==> src/rtl/dram_arbiter24.sv <==
// Two-port round-robin arbiter in front of the single-ported data RAM.
// Port 0 is the CPU, port 1 the host/DMA loader, which can hold a burst lock.
module dram_arbiter24 #(
   parameter int DATA_AW = 14,
   parameter int DW      = 24
) (
   input  logic               clk,
   input  logic               rst,
   input  logic               p0_req,
   input  logic               p0_we,
   input  logic [DATA_AW-1:0] p0_addr,
   input  logic [DW-1:0]      p0_wdata,
   input  logic               p1_req,
   input  logic               p1_we,
   input  logic [DATA_AW-1:0] p1_addr,
   input  logic [DW-1:0]      p1_wdata,
   input  logic               p1_lock,
   output logic               p0_gnt,
   output logic               p1_gnt,
   output logic               p0_rvalid,
   output logic               p1_rvalid,
   output logic [DW-1:0]      p0_rdata,
   output logic [DW-1:0]      p1_rdata,
   output logic               mem_en,
   output logic               mem_we,
   output logic [DATA_AW-1:0] mem_addr,
   output logic [DW-1:0]      mem_wdata,
   input  logic [DW-1:0]      mem_rdata,
   output logic [15:0]        stall_cnt0,
   output logic [15:0]        stall_cnt1
);

   logic prio;
   logic locked;
   logic rv0, rv1;
   logic gnt0, gnt1;

   // Port 1 wins when uncontested, while locked, or when it holds priority.
   always_comb begin
      gnt0 = 1'b0;
      gnt1 = 1'b0;
      if (!rst) begin
         if (p1_req && (!p0_req || locked || prio)) gnt1 = 1'b1;
         else if (p0_req)                           gnt0 = 1'b1;
      end
   end

   assign p0_gnt = gnt0;
   assign p1_gnt = gnt1;

   // Idle cycles leave the port-0 fields on the bus; only mem_en qualifies them.
   assign mem_en    = gnt0 | gnt1;
   assign mem_we    = gnt1 ? p1_we    : (gnt0 & p0_we);
   assign mem_addr  = gnt1 ? p1_addr  : p0_addr;
   assign mem_wdata = gnt1 ? p1_wdata : p0_wdata;

   assign p0_rvalid = rv0;
   assign p1_rvalid = rv1;
   assign p0_rdata  = mem_rdata;
   assign p1_rdata  = mem_rdata;

   always_ff @(posedge clk) begin
      if (rst) begin
         prio       <= 1'b0;
         locked     <= 1'b0;
         rv0        <= 1'b0;
         rv1        <= 1'b0;
         stall_cnt0 <= '0;
         stall_cnt1 <= '0;
      end else begin
         if (gnt0)      prio <= 1'b1;
         else if (gnt1) prio <= 1'b0;

         if (gnt1)                 locked <= p1_lock;
         else if (gnt0 || !p1_req) locked <= 1'b0;

         rv0 <= gnt0 & ~p0_we;
         rv1 <= gnt1 & ~p1_we;

         if (p0_req && !gnt0 && stall_cnt0 != 16'hFFFF) stall_cnt0 <= stall_cnt0 + 16'd1;
         if (p1_req && !gnt1 && stall_cnt1 != 16'hFFFF) stall_cnt1 <= stall_cnt1 + 16'd1;
      end
   end

endmodule

==> config.mk <==
export PLATFORM = sky130hd
export DESIGN_NAME = dram_arbiter24
export DESIGN_NICKNAME = d
export VERILOG_FILES = /design/src/rtl/dram_arbiter24.sv
export SDC_FILE = /design/constraint.sdc
export NUM_CORES = 1
export LEC_CHECK = 0
export BUFFER_PORTS_ARGS = -buffer_cell sky130_fd_sc_hd__buf_2
export CAP_MARGIN = 20
export CELL_PAD_IN_SITES_DETAIL_PLACEMENT = 1
export CELL_PAD_IN_SITES_GLOBAL_PLACEMENT = 1
export CORE_MARGIN = 2
export CORE_UTILIZATION = 23
export DETAILED_ROUTE_END_ITERATION = 6
export GPL_ROUTABILITY_DRIVEN = 0
export GPL_TIMING_DRIVEN = 0
export PLACE_DENSITY = 0.74
export SLEW_MARGIN = 25
export SYNTH_ARGS = -nofsm -noshare
export SYNTH_HDL_FRONTEND = slang
export SYNTH_SLANG_ARGS = --single-unit
==> constraint.sdc <==
create_clock -name clk -period 1.8 [get_ports clk]
set_clock_uncertainty 0.05 [all_clocks]
set_input_delay 0.18 -clock clk [delete_from_list [all_inputs] [get_ports clk]]
set_output_delay 0.18 -clock clk [all_outputs]
set_load 0.01 [all_outputs]
==> metrics <==
Area Growth Syn to Fin=86.8%; placed inst area=0.00394 mm²; sw frac=28.4%; clock-pin slew on the worst setup and hold paths=0.06 ns; Commonest cells post-synth=49 x mux2_2, 48 x buf_4, 36 x dfxtp_1, 18 x nor2_1; Post-synth EDFFs=0; layout cells sized above 1=74.8%; H-tree Lvls=2; vias in the first global route=3,512; top cell type by total area after synthesis=dfxtp_1; Worst Setup Slack, final=-0.143 ns; CP Class=reg -> out; maximum achievable frequency=515 MHz; Final Core Density=44.4%; post-synthesis area per instance=8.68 µm²; Clock Power Share=35.9%; Pwr Total=0.00253 W; endpoints failing hold=0; design area=0.00511 mm²; Die Width=113 µm; net switching power=0.000718 W; sequential power share=32.4%; critical path data required time=1.57 ns; DRT Pass-1 Iters=6; antenna-violating nets left=0; Rows=39; crit-path leading delay family=buffers and inverters; Max Slew Vio Count=0; sequential element share of the synthesized area=26.4%; Final min period=1.94 ns; Crit path buffers/inverters=3; Post-Synthesis Cells=315; Max-Cap Viols=0; CTS Buffer Depth=2; Gate power share=31.7%; Hold Path Class=in -> reg; Internal Power=0.00181 W; clk_lat worst skew=0.28 ns; worst setup path startpoint=locked; CTS Buf Count=5; WP data arrival=1.71 ns; syn_nets=424; CP max stage cell=dfxtp_4; status=finished, violations left; Max-slew headroom=66.2%; RSZ-0062 raised after global routing=yes; Die ar.=0.0128 mm²; Worst Setup EP=mem_addr[12]; DRC marker count from the first detailed-route iteration=134; largest stage delay on the critical path=0.36 ns; critical path depth=6; cell area after synthesis=0.00273 mm²; CP max FO=10; CTS tree=done; Wirelength per Cell=18.5 µm; Hold-fix buffers, CTS=0; most frequent cell after synthesis=mux2_2; cells on worst reg2reg path=7; first-pass GRT wire length=18.4 mm; final setup vio count=43; Synth area leaders=dfxtp_1 26%, mux2_2 20%, buf_4 13%; Finished Layout Cells=704; worst vdd ir=327 µV; crit path launch type=register; crit end category=output pin; HPWL Detailed=8.97 mm; crit path cell chain=nor3b_4, nor3b_4, buf_6, buf_8, mux2_2, buf_6; FILL cells=1,365; port bufs=206; violations in the final reports=design-rule violations, negative setup slack; routed wire length=13.0 mm; hold slack=0.00999 ns; post-synthesis cell type count=40; reg-to-reg endpoint=stall_cnt1[12]; worst reg2reg path startpoint=prio; die height=113 µm; initial antenna violation count=1; grt ovf=0; core box area=0.0115 mm²; root buffer cell=clkbuf_16; clk sink count=36; starting density of the core=23.7%; Slew @ Worst Pin=0.507 ns; Synthesis Warnings=0; dpl cells=664; Post-synth ARST share=0%; R2R Setup Slk=-0.08 ns; Final nets=668; share of the synthesized area in the top cell type=26.4%; io pins=231; DR vias/cell=4.89; Final period util=108%; detailed-route via count=3,446; DRC Markers=7; GRT Total Usage=18.1%; PwrDens=495 mW/mm²; ys flop type=dfxtp_1; Yosys reg bits=36; P_leak=2.35 nW; largest net degree at the start of global routing=12
-- kinds of logic (layout without fill, tap and decap cells) --
kind of cell	count (synthesis)	in the layout	share of synthesized area (%)
other	0	1	0
AOI/OAI and AO/OA	48	48	12.3
and+or+nand+nor	109	109	23.3
buffers and inverters	70	315	16.6
muxes	50	50	20.5
DFF	36	36	26.4
adders and majority gates	2	2	0.915
-- per-stage QoR --
step	worst slack (ns)	setup TNS, ns
4_1_cts	-0.147	-4.08
2_1_floorplan	0.0168	0
6_report	-0.143	-4.18
3_5_place_dp	-0.520	-20.65
3_3_place_gp	-0.540	-21.95
5_1_grt	-0.200	-7.28
-- cell usage in the layout, fill, tap and decap left out, types with 3 or more instances in the layout --
master | Yosys | layout
buf_2 | 9 | 175
nor2b_1 | 12 | 12
o21ai_0 | 6 | 4
o31ai_1 | 9 | 7
o31a_1 | 3 | 3
dfxtp_1 | 36 | 15
nand4_1 | 9 | 9
mux2_4 | 0 | 25
a21oi_1 | 15 | 11
nand2_1 | 9 | 9
a21oi_2 | 0 | 4
mux2_2 | 49 | 24
nor4_4 | 0 | 9
inv_1 | 6 | 6
dfxtp_2 | 0 | 15
clkbuf_16 | 0 | 5
nand3_1 | 14 | 12
dfxtp_4 | 0 | 6
buf_8 | 0 | 5
nor2_1 | 18 | 16
or4_1 | 9 | 7
buf_4 | 48 | 74
or3_1 | 4 | 4
nor3_1 | 5 | 3
nor4_1 | 15 | 5
buf_6 | 0 | 44
-- power groups by stage --
stage,registers (W),clock network (W),logic [W]
finish,0.000820,0.000908,0.000801
detailed placement,0.000840,0,0.000591
CTS,0.000823,0.000920,0.000742
global placement,0.000839,0,0.000576
floorplan,0.000840,0,0.000315
global route,0.000821,0.000976,0.000852
-- how the worst min path moves through the flow --
stage           from   endpoint  depth (start not counted)
2_1_floorplan  p1_we  p1_rvalid                          1
3_3_place_gp   p1_we  p1_rvalid                          2
3_5_place_dp   p1_we  p1_rvalid                          2
4_1_cts        p1_we  p1_rvalid                          2
5_1_grt        p1_we  p1_rvalid                          2
6_report       p1_we  p1_rvalid                          2
-- layer usage --
metal | global-route usage (%) | wire [µm] | vias up | part of all wire [%]
met1 | 21.5 | 5100 | 1668 | 39
li1 | - | - | 1612 | -
met3 | 3.59 | 607 | 31 | 4.7
met5 | 0 | 0 | - | 0
met4 | 5.61 | 306 | 0 | 2.3
met2 | 32.7 | 7010 | 135 | 54
-- what timing repair did --
action | 4_1_cts | 5_1_grt
endpoints found under the setup margin | 74 | 72
pin swaps | 10 | 22
buffers inserted | 11 | 17
gates cloned | 1 | 2
resized for setup | 121 | 70
-- state kept, by name (all words and copies together) (netlist names) --
register,count
locked,1
prio,1
stall_cnt0,16
p0_rvalid,1
p1_rvalid,1
stall_cnt1,16
-- worst register-to-register path, cell delays in order (launching register included) --
cell	delay, ns
dfxtp_4	0.35
nor3b_4	0.24
buf_4	0.15
buf_6	0.09
o21ai_4	0.08
buf_8	0.16
nor4_4	0.30
mux2_4	0.33
-- layout make-up --
cell class / instances / area [µm²] / area share, %
Sequential cell: 36 / 762 / 14.9
Clock inverter: 2 / 10.0 / 0.196
Buffer: 64 / 522 / 10.2
Inverter: 6 / 22.5 / 0.441
Timing Repair Buffer: 237 / 1510 / 29.6
Tap cell: 143 / 179 / 3.50
Multi-Input combinational cell: 209 / 1960 / 38.4
Clock buffer: 6 / 139 / 2.72
Antenna cell: 1 / 2.50 / 0.0490
(Power assumes the default switching activity.)
